--- src/rtl/inst_fetch_ctrl_pkg.sv ---
// Shared definitions for the instruction fetch controller: ROM control
// encodings, bus widths, fetch FSM states and a word-alignment helper.
// Optional feature macro used by the fetch files: INST_FETCH_DBG_EN.
`ifndef INST_FETCH_CTRL_DEFINES
`define INST_FETCH_CTRL_DEFINES
`define ChipEnable  1'b1
`define ChipDisable 1'b0
`define ZeroWord    32'h0000_0000
`define InstAddrBus 31:0
`define InstBus     31:0
`endif

package inst_fetch_ctrl_pkg;

    typedef enum logic [1:0] {
        FETCH_IDLE = 2'd0,
        FETCH_RUN  = 2'd1,
        FETCH_DBG  = 2'd2
    } fetchState_e;

    // Force a byte address onto a word boundary.
    function automatic logic [`InstAddrBus] wordAlign(input logic [`InstAddrBus] addr);
        return addr & 32'hFFFF_FFFC;
    endfunction

endpackage

--- src/rtl/inst_fetch_ctrl_dbg_arb.sv ---
// Bounded-wait arbiter that lets a debug read steal the ROM port.
// Only instantiated when INST_FETCH_DBG_EN is defined.
module fetch_dbg_arb
    import inst_fetch_ctrl_pkg::*;
#(
    parameter int DBG_WAIT_MAX = 8
) (
    input  logic clk,
    input  logic rst_n,
    input  logic run_i,
    input  logic dbg_req_i,
    input  logic stall_i,
    input  logic flush_i,
    output logic grant_o
);

    localparam int CntW = $clog2(DBG_WAIT_MAX + 1);
    localparam logic [CntW-1:0] WaitMax = CntW'(DBG_WAIT_MAX);

    logic [CntW-1:0] waitCnt_q;
    logic [CntW-1:0] waitCnt_d;

    // A stalled pipeline costs nothing to interrupt; otherwise the request
    // must have waited the full budget before a fetch bubble is forced.
    assign grant_o = run_i && dbg_req_i && !flush_i &&
                     (stall_i || (waitCnt_q == WaitMax));

    // Count fetch cycles a request has waited, saturating at the budget.
    always_comb begin
        waitCnt_d = waitCnt_q;
        if (!dbg_req_i || grant_o) begin
            waitCnt_d = '0;
        end else if (run_i && (waitCnt_q != WaitMax)) begin
            waitCnt_d = waitCnt_q + CntW'(1);
        end
    end

    // Wait counter register.
    always_ff @(posedge clk or negedge rst_n) begin
        if (!rst_n) begin
            waitCnt_q <= '0;
        end else begin
            waitCnt_q <= waitCnt_d;
        end
    end

endmodule

--- src/rtl/inst_fetch_ctrl.sv ---
// Fetch-side controller: owns the PC, drives the instruction ROM and
// registers the returned instruction into the IF/ID boundary.
// Defining INST_FETCH_DBG_EN adds a debug read port sharing the ROM.
module inst_fetch_ctrl
    import inst_fetch_ctrl_pkg::*;
#(
    parameter logic [31:0] RESET_PC     = 32'h0000_0000,
    parameter int          DBG_WAIT_MAX = 8
) (
    input  logic        clk,
    input  logic        rst_n,
    input  logic        stall_i,
    input  logic        flush_i,
    input  logic [31:0] new_pc_i,
    input  logic        branch_flag_i,
    input  logic [31:0] branch_target_i,
    input  logic [31:0] rom_inst_i,
    output logic        rom_ce_o,
    output logic [31:0] rom_addr_o,
    output logic [31:0] if_pc_o,
    output logic [31:0] if_inst_o,
    output logic        if_valid_o,
    input  logic        dbg_req_i,
    input  logic [31:0] dbg_addr_i,
    output logic        dbg_ack_o,
    output logic [31:0] dbg_data_o
);

    fetchState_e        state_q, state_d;
    logic [`InstAddrBus] pc_q, pc_d;
    logic               romCe_q, romCe_d;
    logic [`InstAddrBus] ifPc_q, ifPc_d;
    logic [`InstBus]     ifInst_q, ifInst_d;
    logic               ifValid_q, ifValid_d;
    logic               grant;

`ifdef INST_FETCH_DBG_EN
    logic               dbgAck_q, dbgAck_d;
    logic [`InstBus]     dbgData_q, dbgData_d;

    fetch_dbg_arb #(
        .DBG_WAIT_MAX(DBG_WAIT_MAX)
    ) u_arb (
        .clk      (clk),
        .rst_n    (rst_n),
        .run_i    (state_q == FETCH_RUN),
        .dbg_req_i(dbg_req_i),
        .stall_i  (stall_i),
        .flush_i  (flush_i),
        .grant_o  (grant)
    );

    assign dbg_ack_o  = dbgAck_q;
    assign dbg_data_o = dbgData_q;
`else
    logic unusedDbg;

    assign unusedDbg  = ^{dbg_req_i, dbg_addr_i};
    assign grant      = 1'b0;
    assign dbg_ack_o  = 1'b0;
    assign dbg_data_o = `ZeroWord;
`endif

    // Next-state logic: the debug cycle still fetches normally so that a
    // stolen ROM slot costs exactly one IF bubble.
    always_comb begin
        state_d    = state_q;
        pc_d       = pc_q;
        romCe_d    = `ChipEnable;
        ifPc_d     = ifPc_q;
        ifInst_d   = ifInst_q;
        ifValid_d  = ifValid_q;
        rom_addr_o = pc_q;
`ifdef INST_FETCH_DBG_EN
        dbgAck_d   = grant;
        dbgData_d  = dbgData_q;
`endif
        case (state_q)
            FETCH_IDLE: begin
                state_d = FETCH_RUN;
            end
            FETCH_RUN, FETCH_DBG: begin
                state_d = FETCH_RUN;
                if (flush_i) begin
                    pc_d      = wordAlign(new_pc_i);
                    ifValid_d = 1'b0;
                end else if (grant) begin
                    state_d = FETCH_DBG;
`ifdef INST_FETCH_DBG_EN
                    rom_addr_o = wordAlign(dbg_addr_i);
                    dbgData_d  = rom_inst_i;
`endif
                    if (!stall_i) begin
                        ifValid_d = 1'b0;
                    end
                end else if (!stall_i) begin
                    ifPc_d    = pc_q;
                    ifInst_d  = rom_inst_i;
                    ifValid_d = 1'b1;
                    pc_d      = branch_flag_i ? wordAlign(branch_target_i) : pc_q + 32'd4;
                end
            end
            default: begin
                state_d = FETCH_IDLE;
            end
        endcase
    end

    // State and IF/ID boundary registers.
    always_ff @(posedge clk or negedge rst_n) begin
        if (!rst_n) begin
            state_q   <= FETCH_IDLE;
            pc_q      <= RESET_PC;
            romCe_q   <= `ChipDisable;
            ifPc_q    <= `ZeroWord;
            ifInst_q  <= `ZeroWord;
            ifValid_q <= 1'b0;
`ifdef INST_FETCH_DBG_EN
            dbgAck_q  <= 1'b0;
            dbgData_q <= `ZeroWord;
`endif
        end else begin
            state_q   <= state_d;
            pc_q      <= pc_d;
            romCe_q   <= romCe_d;
            ifPc_q    <= ifPc_d;
            ifInst_q  <= ifInst_d;
            ifValid_q <= ifValid_d;
`ifdef INST_FETCH_DBG_EN
            dbgAck_q  <= dbgAck_d;
            dbgData_q <= dbgData_d;
`endif
        end
    end

    assign rom_ce_o   = romCe_q;
    assign if_pc_o    = ifPc_q;
    assign if_inst_o  = ifInst_q;
    assign if_valid_o = ifValid_q;

endmodule

--- config.mk ---
export PLATFORM = sky130hd
export DESIGN_NAME = inst_fetch_ctrl
export DESIGN_NICKNAME = d
export VERILOG_FILES = /design/src/rtl/inst_fetch_ctrl_pkg.sv /design/src/rtl/inst_fetch_ctrl_dbg_arb.sv /design/src/rtl/inst_fetch_ctrl.sv
export SDC_FILE = /design/constraint.sdc
export NUM_CORES = 1
export LEC_CHECK = 0
export ABC_AREA = 1
export ABC_CLOCK_PERIOD_IN_PS = 1700
export CORE_MARGIN = 2
export CORE_UTILIZATION = 40
export CTS_CLUSTER_DIAMETER = 50
export DETAILED_ROUTE_END_ITERATION = 12
export DONT_BUFFER_PORTS = 1
export GPL_TIMING_DRIVEN = 1
export PLACE_DENSITY = 0.54
export SETUP_SLACK_MARGIN = 0.4
export SLEW_MARGIN = 0
export SYNTH_ARGS = -nofsm -noshare
export SYNTH_HDL_FRONTEND = slang
export SYNTH_SLANG_ARGS = --single-unit
--- constraint.sdc ---
create_clock -name clk -period 1.7 [get_ports clk]
set_input_delay 0.34 -clock clk [delete_from_list [all_inputs] [get_ports clk]]
set_output_delay 0.34 -clock clk [all_outputs]
set_load 0.01 [all_outputs]
* Word level (Yosys, flattened, before mapping) *
Index checks and enable logic that the tools add are counted.

operators by class
  add/subtract/negate cells = 1
  eq/ne operators = 3
  multiplexer cells = 6
  bitwise gates (word level) = 2
  reduce and logical (&&, ||, !) cells = 5

operators by type and width
  kind                                                             number
  32-bit two-way mux                                               3
  32-bit by 3-bit adder with 32-bit output, second input constant  1
  1-bit two-way mux                                                3
  3-bit AND reduction                                              1
  3-bit OR reduction                                               1
  2-bit by 1-bit == test with 1-bit output, second input constant  1
  2-bit == test, second input constant                             1
  2-bit zero test                                                  1
  2-bit by 1-bit != test with 1-bit output, second input constant  1
  1-bit inverter                                                   2
  2-bit AND reduction                                              1
  2-bit OR reduction                                               1

word-level totals
  bits in registers = 100
  bits of input ports = 134
  word-level logic and storage cells = 23

* Logic depth before layout (Yosys ltp) *
Gate-level depths: netlist (run 1).

  word-level depth = 4
  mapped depth = 11
  gate-level depth less buffers = 11

* Worst setup path after synthesis (run 1) *
No wires, ideal clock.

  path type = register -> register
  start = reg pc_q[3], in the netlist rom_addr_o[3]
  end = reg pc_q[22], in the netlist rom_addr_o[22]
  library setup time = 116 ps
  arrival = 1377 ps
  required time = 1584 ps
  slack = 207 ps
  cell stages (with the launch flop) = 11
  cell sequence = dfrtp_1 > ha_1 > nand2_1 > nor2_2 > nand2_2 > nor2_4 > nand3_1 > nand3_1 > nand2_1 > nand2_1 > nand2_1

between the ends
  longest elaborated chain between the ends = 4

RTL lines
  item                                      RTL line                text
  from (decl)                               inst_fetch_ctrl.sv:30   logic [`InstAddrBus] pc_q, pc_d;
  from (signal assigned)                    inst_fetch_ctrl.sv:124  pc_q <= pc_d;
  32-bit by 3-bit adder with 32-bit output  inst_fetch_ctrl.sv:100  pc_d = branch_flag_i ? wordAlign(branch_target_i) : pc_q + 32'd4;
  32-bit two-way mux                        inst_fetch_ctrl.sv:100
  32-bit two-way mux                        inst_fetch_ctrl.sv:96   end else if (!stall_i) begin
  32-bit two-way mux                        inst_fetch_ctrl.sv:84   if (flush_i) begin

Every way passes these cells. The select of a mux whose other input is x is not followed.
A chain may end at the register's enable or synchronous reset.

* Worst setup path after layout (run 1) *
  start = reg pc_q[3], in the netlist rom_addr_o[3]
  end = reg pc_q[10], in the netlist rom_addr_o[10]

Same word-level chain as after synthesis.

==> out/summary.txt, run 1 <==
status: complete, but fails checks
violated checks: negative hold slack
Syn Area/Cell: 8.119 sq um
HPWL after detailed placement: 10.90 mm
first-pass GRT wire length: 23.56 mm
die area: 14,300 sq um
#FFs+latches synth: 94
Seq/Total Area, Yosys: 44.03%
CP max-delay cell: dfrtp_1
TNS Setup: 0 ns
RSZ-0062 raised after global routing: yes
arrival time at the worst endpoint: 1.82 ns
largest net degree at the start of global routing: 95
Synth area leaders: dfrtp_1 44%, nand2_1 14%, mux2_4 9.8%, nor2_1 5.8%, buf_4 5.3%
crit path kind: register to register
Yosys top cell area share: 44.03%
CTS Buffer Depth: 2
Placer Congestion: 0.8454
Clock Latency Late Sink: 0.34 ns
Power Dens Cells: 1030 nW/um^2
drt first-iter violations: 237
HP Class: primary input to asynchronous set/reset pin
Max Fclk: 0.6339 GHz
Clock Pin Slew Worst Setup and Hold Paths: 0.07 ns
TritonCTS clock tree: built
Required @ worst endpoint: 1.94 ns
Leak: 3.136 nW
total gr overflow: 0
Post-Synthesis Cells: 658
ys flop type: dfrtp_1
leading area contributor after synthesis: dfrtp_1
all-layer global routing usage: 21.35%
Num CTS Buffers: 9
clock skew: 0.009775 ns
Peak VDD IR: 473.6 uV
Routed WL per cell: 17.07 um
ys async rst share: 100.0%
Final Hold Viols: 94
diode count: 0
Finished Core Util: 48.81%
drc violations: 0
synth warn: 0
I/O Buffers: 0
vias in the first global route: 4,208
layout cells sized above 1: 24.23%
area of the core: 13,140 sq um
root buffer cell: clkbuf_16
Max-Cap Viols: 0
nets@finish: 840
initial core utilization: 40.67%
count of cell types in the netlist: 32
Max stage delay on crit path: 0.38 ns
die extent in x: 119.6 um
htree depth: 3
CTS sink cnt: 94
Commonest cells post-synth: 198 x nand2_1, 94 x dfrtp_1, 83 x nor2_1, 46 x o21ai_0
Tcrit/Tclk final: 92.80%
drt total wl: 15.13 mm
minimum clock period: 1.578 ns
Layout area overhead: 20.02%
endpoints failing setup: 0
post-route ant nets: 0
Via Count: 4,410
final slew viol count: 0
crit path cell chain: ha_2 -> nand2_4 -> nor2_4 -> nand2_4 -> buf_4 -> xor2_2 -> nand2_1 -> nand3_1 -> nand2_1 -> nand2_1
# IOs: 265
Startpoint Class: register
cell area after synthesis: 5343 sq um
Post-DP Area: 5603 sq um
Die H: 119.6 um
CP most frequent cell: nand2_1
Hold WS: -0.3124 ns
EDFF count, synth: 0
vias per cell: 4.977
most frequent cell after synthesis: nand2_1
Site Rows: 42
Final Cell Area: 6412 sq um
DR pass1 iterations: 4
Max FO, Critical Path: 7
Critical Path End Type: register
initial antenna violation count: 0
-- cells by family (layout without fill, tap and decap cells) --
kind of cell | Yosys count | in the layout | share of synthesized area (%)
XOR/XNOR | 5 | 5 | 0.8198
AO/OA/AOI/OAI | 83 | 83 | 8.056
buffers and inverters | 102 | 118 | 10.68
other | 2 | 38 | 0.1406
AND/OR/NAND/NOR | 336 | 336 | 26.21
multiplexers | 35 | 35 | 9.836
adder cells (fa/ha/maj) | 1 | 1 | 0.2342
flip-flops | 94 | 94 | 44.03
-- layout by cell type (no fill, tap or decap), types with 15 or more instances in the layout --
master   instances
nand2_1        192
dfrtp_1         82
nor2_1          73
o21ai_0         41
buf_4           40
conb_1          38
inv_1           36
mux2_4          35
nand3_1         30
a21oi_1         23
buf_6           15
-- final cells by class --
type / instances / area (sq um)
clock buffer: 11 / 252.7
timing repair buffer: 63 / 639.4
sequential: 94 / 2367
tap: 176 / 220.2
clock inverter: 5 / 41.29
fill: 1317 / 6725
multi-input combinational: 498 / 2725
inverter: 39 / 166.4
-- critical path, delay by kind of cell, from the launching register on --
family / cells / cell delay [ns]
xor+xnor: 1 / 0.15
fa+ha+maj: 1 / 0.22
buf+inv: 1 / 0.16
flops: 1 / 0.38
simple gates: 7 / 0.54
-- sequential cells by signal, indices dropped and copies added, names as in the netlist --
| signal | cells |
|---|---|
| rom_ce_o | 1 |
| if_inst_o | 32 |
| if_pc_o | 30 |
| rom_addr_o | 30 |
| if_valid_o | 1 |
-- through the flow --
| stage | total power [mW] | setup slack [ns] | instances |
|---|---|---|---|
| finish | 6.602 | 0.1225 | 886 |
| global route | 6.989 | 0.02355 | 886 |
| CTS | 6.607 | 0.1863 | 879 |
| detailed placement | 4.425 | 0.09070 | 841 |
| global placement | 4.399 | 0.1253 | 841 |
| floorplan | 4.050 | 0.2249 | 694 |
-- power breakdown --
| group | internal [mW] | switching (mW) | leakage [nW] |
|---|---|---|---|
| logic | 0.709 | 0.741 | 1.87 |
| clock network | 1.09 | 0.914 | 0.139 |
| registers | 2.63 | 0.518 | 1.13 |
-- final timing paths --
kind	start	end	slack, ns	depth (start not counted)
setup / recovery	rom_addr_o[3]	rom_addr_o[10]	0.12	10
hold / removal	rst_n	if_pc_o[5]	-0.31	0
setup reg to reg	rom_addr_o[3]	rom_addr_o[10]	0.12	10
hold reg to reg	rom_addr_o[28]	rom_addr_o[28]	0.52	2
max in group asynchronous	rst_n	rom_addr_o[21]	1.88	0
min in group clk	rom_inst_i[27]	if_inst_o[27]	0.14	1
-- metal layers --
metal	up-vias	global-route usage [%]	share of wire (%)
li1	2129	-	-
met2	214	32.75	45
met5	-	0	0
met1	2041	28.71	43
met3	26	6.036	9.7
met4	0	8.162	2.4
-- repair_timing --
| action | CTS | global route |
|---|---|---|
| endpoints found under the hold margin | 94 | 94 |
| buffers inserted | 20 | 7 |
| pin swaps | 19 | 21 |
| gates resized for setup | 42 | 24 |
| endpoints found under the setup margin | 82 | 84 |
| cloned | 2 | 0 |
Power figures use the tool's default switching activity.
==> run 2, diff against run 1 <==
--- a/config.mk
+++ b/config.mk
@@ -5,7 +5,7 @@
 export SDC_FILE = /design/constraint.sdc
 export NUM_CORES = 1
 export LEC_CHECK = 0
-export ABC_AREA = 1
+export ABC_AREA = 0
 export ABC_CLOCK_PERIOD_IN_PS = 1700
 export CORE_MARGIN = 2
 export CORE_UTILIZATION = 40
==> run 2 against run 1 <==
Net effect: the flow finishes with violations (negative hold slack, negative setup slack); clock-buffer cell count is 1 lower; register-to-register slack lost 0.16 ns; clock power rose by 2%; utilization increased by 6.8 points; synthesized cell count down 31%.
==> out/summary.txt, run 2 <==
layout cells sized above 1: 42.42%
Syn Area/Cell: 10.80 sq um
TritonCTS clock tree: built
Max FO, Critical Path: 5
Tightest Pin Transition: 0.6013 ns
HP Class: primary input to asynchronous set/reset pin
Largest register FFs: 32
nets@finish: 651
Final Non-Filler Cells: 668
Leak: 2.972 nW
# IOs: 265
die area: 13,130 sq um
ys flop type: dfrtp_1
crit path cell chain: nand4_4 -> or3_4 -> or4_4 -> a21oi_2 -> o22a_1
first-pass GRT wire length: 21.31 mm
endpoints failing setup: 5
root buffer cell: clkbuf_16
met2 Use GR: 36.02%
RSZ-0062 raised after global routing: yes
Worst R2R End: rom_addr_o[29]
Site Rows: 40
Max Fclk: 0.5752 GHz
Synth area leaders: dfrtp_1 48%, mux2_2 14%, buf_4 5.8%, o21ai_0 3.6%, and3_1 2.4%
Cells after DPL: 619
most frequent cells in the layout: 84 x dfrtp_1, 62 x mux2_4, 38 x conb_1, 38 x buf_4, 24 x buf_6
drc violations: 0
I/O Buffers: 0
Clock Pin Slew Worst Setup and Hold Paths: 0.07 ns
DR pass1 iterations: 4
drt first-iter violations: 317
all-layer global routing usage: 21.29%
crit path kind: register to register
vias per cell: 5.641
Routed WL per cell: 22.03 um
post-route ant nets: 0
Tcrit/Tclk final: 102.3%
Clock Latency Late Sink: 0.34 ns
#FFs+latches synth: 94
most frequent cell after synthesis: dfrtp_1
leading area contributor after synthesis: dfrtp_1
Via Count: 3,768
Hold WS: -0.3089 ns
GR met1 Demand/Resource: 27.52%
Final Hold Viols: 94
Final Worst Setup Slack: -0.03860 ns
Max stage delay on crit path: 0.42 ns
CTS Buffer Depth: 2
Peak VDD IR: 455.4 uV
Startpoint Class: register
Critical Path End Type: register
commonest non-fill, non-tap cell in the layout: dfrtp_1
Seq/Total Area, Yosys: 48.08%
largest net degree at the start of global routing: 95
cell area after synthesis: 4892 sq um
htree depth: 3
status: complete, but fails checks
clock skew: 0.01137 ns
vias in the first global route: 3,798
filler instances: 987
count of cell types in the netlist: 51
arrival time at the worst endpoint: 2.01 ns
R2R cell count: 5
Slew Limit Headroom: 59.70%
TNS Setup: -0.08723 ns
CP max-delay cell: or4_4
CTS sink cnt: 94
HPWL after detailed placement: 9.363 mm
initial antenna violation count: 0
diode count: 0
ys async rst share: 100.0%
Required @ worst endpoint: 1.98 ns
initial core utilization: 40.90%
flop-to-flop setup slack: -0.04 ns
busiest metal layer after global routing: met2
met3 Resource Use GR: 4.341%
area of the core: 11,960 sq um
Num CTS Buffers: 9
minimum clock period: 1.739 ns
die extent in x: 114.6 um
Power Dens Cells: 1045 nW/um^2
final slew viol count: 0
violated checks: negative hold slack, negative setup slack
Placer Congestion: 0.7786
pre-CTS setup slack: -0.07680 ns
Commonest cells post-synth: 94 x dfrtp_1, 62 x mux2_2, 38 x buf_4, 35 x o21ai_0, 26 x nand2_1
Die H: 114.6 um
Max-Cap Viols: 0
Post-Synthesis Cells: 453
Layout area overhead: 35.88%
EDFF count, synth: 0
total gr overflow: 0
Yosys top cell area share: 48.08%
synth warn: 0
Worst R2R Start: rom_addr_o[7]
drt total wl: 14.72 mm
## run 2: worst max-delay path by stage
| stage | depth (start not counted) | end | slack, ns | from |
|---|---|---|---|---|
| final | 5 | rom_addr_o[29] | -0.04 | rom_addr_o[7] |
| after global routing | 6 | rom_addr_o[25] | -0.13 | rom_addr_o[11] |
| after CTS | 5 | rom_addr_o[29] | -0.02 | rom_addr_o[10] |
| after floorplan | 6 | rom_addr_o[29] | -0.06 | rom_addr_o[7] |
| after global placement | 5 | rom_addr_o[26] | -0.05 | flush_i |
| after detailed placement | 5 | rom_addr_o[26] | -0.08 | flush_i |
## run 2: per-layer routing
layer	share of wire [%]	wire, um
met5	0	0
met1	42	6126
met4	1.3	190
met3	7.8	1141
met2	49	7261
## run 2: metrics by stage
step	util, %	area (sq um)	total power [mW]
after floorplan	-	5393	4.262
after global placement	45.85	5484	4.573
after detailed placement	45.85	5484	4.604
after CTS	53.94	6452	6.926
after global routing	55.58	6648	7.272
final	55.58	6648	6.949
## run 2: cell type report
type	count	area, sq um	area share, %
clock inverters	6	61.31	0.9223
multi-input cells	326	2785	41.90
well taps	147	183.9	2.767
flip-flops and latches	94	2365	35.57
inverters	4	15.01	0.2259
clock buffers	10	239.0	3.595
repair buffers	81	998.5	15.02
## run 2: power by group
group | total (mW) | switching [mW] | internal, mW
combinational | 1.69 | 0.714 | 0.972
sequential | 3.22 | 0.536 | 2.69
clock | 2.04 | 0.864 | 1.18
## run 2: cell families after synthesis
kind of cell	synth area share (%)
fa+ha+maj	0.2557
other cells	0.1535
flops	48.08
compound gates	11.87
buf+inv	8.491
xor+xnor	3.223
mux	15.29
simple gates	12.63
## run 2: timing repair
item                       CTS  global route
pin swaps                   31            28
resized for setup           84            35
cloned                       8             1
buffers inserted            19             5
hold endpoints to repair    94            94
setup endpoints to repair   96           102
## run 2: worst max-delay path: cells and delay by family, from the launching register on
kind | cells | cell delay (ns)
DFF | 1 | 0.41
and+or+nand+nor | 3 | 1.01
AOI/OAI and AO/OA | 2 | 0.26
==> run 3, diff against run 2 <==
==> constraint.sdc (replaced) <==
create_clock -name clk -period 1.7 [get_ports clk]
set_input_delay 0.17 -clock clk [delete_from_list [all_inputs] [get_ports clk]]
set_output_delay 0.17 -clock clk [all_outputs]
set_load 0.01 [all_outputs]
==> run 3 against run 2 <==
Net effect: the run still ends with negative hold slack, negative setup slack left; maximum frequency is 2.5% lower; final cell count is 9.1% higher; first-iteration DRC count is 32% lower; sequential share of layout area is 2.5 points lower; flip-flop and latch count stayed put; clock power is 5% lower; via count is 7.3% higher.
==> out/summary.txt, run 3 (synthesis gave the netlist of run 2 again) <==
CP max-delay cell: dfrtp_2
# IOs: 265
Psw: 2.189 mW
Clk pwr share: 27.8%
Num CTS Buffers: 9
Via Count: 4,044
Site Rows: 40
clock skew: 0.009957 ns
initial core utilization: 40.90%
Met1 Routed Length: 6.506 mm
endpoints failing setup: 5
all-layer global routing usage: 23.04%
total gr overflow: 0
status: complete, but fails checks
met2 WL: 7.538 mm
die area: 13,130 sq um
layout cells sized above 1: 40.21%
# hold bufs at CTS: 44
Final Non-Filler Cells: 729
Internal: 4.755 mW
Power Dens Cells: 971.6 nW/um^2
first-pass GRT wire length: 22.88 mm
DR pass1 iterations: 4
I/O Buffers: 0
Startpoint Class: register
filler instances: 932
sequential power share: 46.6%
drt total wl: 15.83 mm
combinational power share: 25.6%
Hold WS: -0.4886 ns
Die H: 114.6 um
Routed WL per cell: 21.71 um
crit path cell chain: ha_4 -> nand4_1 -> nor4_4 -> buf_4 -> and3_4 -> o21ai_2 -> a22o_1
Clock Latency Late Sink: 0.35 ns
violated checks: negative hold slack, negative setup slack
Largest register FFs: 32
vias per cell: 5.547
Max Fclk: 0.5610 GHz
Critical Path End Type: register
HPWL after detailed placement: 9.463 mm
arrival time at the worst endpoint: 2.03 ns
Cells after DPL: 617
Placer Congestion: 0.7939
Max FO, Critical Path: 3
Slew Limit Headroom: 62.95%
pre-CTS setup slack: -0.009538 ns
crit path kind: register to register
Leak: 3.179 nW
post-route ant nets: 0
Final Hold Viols: 95
met3 WL: 1.394 mm
nets@finish: 712
initial antenna violation count: 0
Required @ worst endpoint: 1.95 ns
Peak VDD IR: 536.8 uV
commonest non-fill, non-tap cell in the layout: dfrtp_1
Final Worst Setup Slack: -0.08246 ns
Max stage delay on crit path: 0.40 ns
CTS Buffer Depth: 2
drc violations: 0
root buffer cell: clkbuf_16
register area: 2365 sq um
area of the core: 11,960 sq um
largest net degree at the start of global routing: 95
multi-input logic area: 2795 sq um
Layout area overhead: 46.09%
WP buf/inv: 1
minimum clock period: 1.782 ns
Sw Ratio: 31.52%
die extent in x: 114.6 um
Worst path top cell family by delay: simple AND/OR/NAND/NOR gates
Max-Cap Viols: 0
vias in the first global route: 4,047
HP Class: primary input to asynchronous set/reset pin
highest metal used: met4
Clock Pin Slew Worst Setup and Hold Paths: 0.07 ns
Tcrit/Tclk final: 104.9%
TritonCTS clock tree: built
final slew viol count: 0
most frequent cells in the layout: 84 x dfrtp_1, 62 x mux2_4, 62 x buf_4, 44 x dlygate4sd3_1, 38 x conb_1
CTS sink cnt: 94
htree depth: 3
drt first-iter violations: 214
RSZ-0062 raised after global routing: yes
diode count: 0
Tightest Pin Transition: 0.5527 ns
run 3: routing by layer:
layer	track usage, %	up-vias
met5	0	-
met4	10.24	0
met3	4.923	26
met2	37.44	223
met1	29.54	1967
li1	-	1828
run 3: path summary, 6_finish.rpt:
kind                                startpoint        endpoint  slack (ns)  depth (start not counted)
min in group clk           branch_target_i[10]  rom_addr_o[10]           0                          2
max in group asynchronous                rst_n  rom_addr_o[24]        2.05                          0
min                                      rst_n   if_inst_o[29]       -0.49                          0
min reg2reg                         if_pc_o[4]      if_pc_o[4]        0.58                          1
max reg2reg                      rom_addr_o[3]  rom_addr_o[18]       -0.08                          7
max                              rom_addr_o[3]  rom_addr_o[18]       -0.08                          7
run 3: timing repair:
item,CTS,global route
hold endpoints to repair,140,94
buffers inserted,31,13
cloned,7,1
pin swaps,19,24
setup endpoints to repair,89,90
gates resized for setup,72,44
run 3: cell type report:
cell class	instances	share of cell area (%)
Clock buffer	11	3.396
Clock inverter	5	0.4727
Inverter	4	0.2101
Multi-Input combinational cell	326	39.11
Sequential cell	94	33.09
Tap cell	147	2.574
Timing Repair Buffer	142	21.15
run 3: power groups by stage:
stage | logic [mW] | registers (mW) | clock network [mW]
floorplan | 0.999 | 3.26 | 0
global placement | 1.31 | 3.26 | 0
detailed placement | 1.33 | 3.27 | 0
CTS | 1.69 | 3.23 | 1.99
global route | 1.91 | 3.29 | 2.06
finish | 1.78 | 3.23 | 1.93
run 3: through the flow:
stage	power (mW)	setup TNS, ns	area (sq um)	util [%]
6_report	6.944	-0.2816	7147	59.75
5_1_grt	7.255	-1.053	7147	59.75
4_1_cts	6.908	-0.004430	6833	57.12
3_5_place_dp	4.595	-0.009538	5430	45.40
3_3_place_gp	4.562	0	5430	45.40
2_1_floorplan	4.260	-0.05896	5386	-
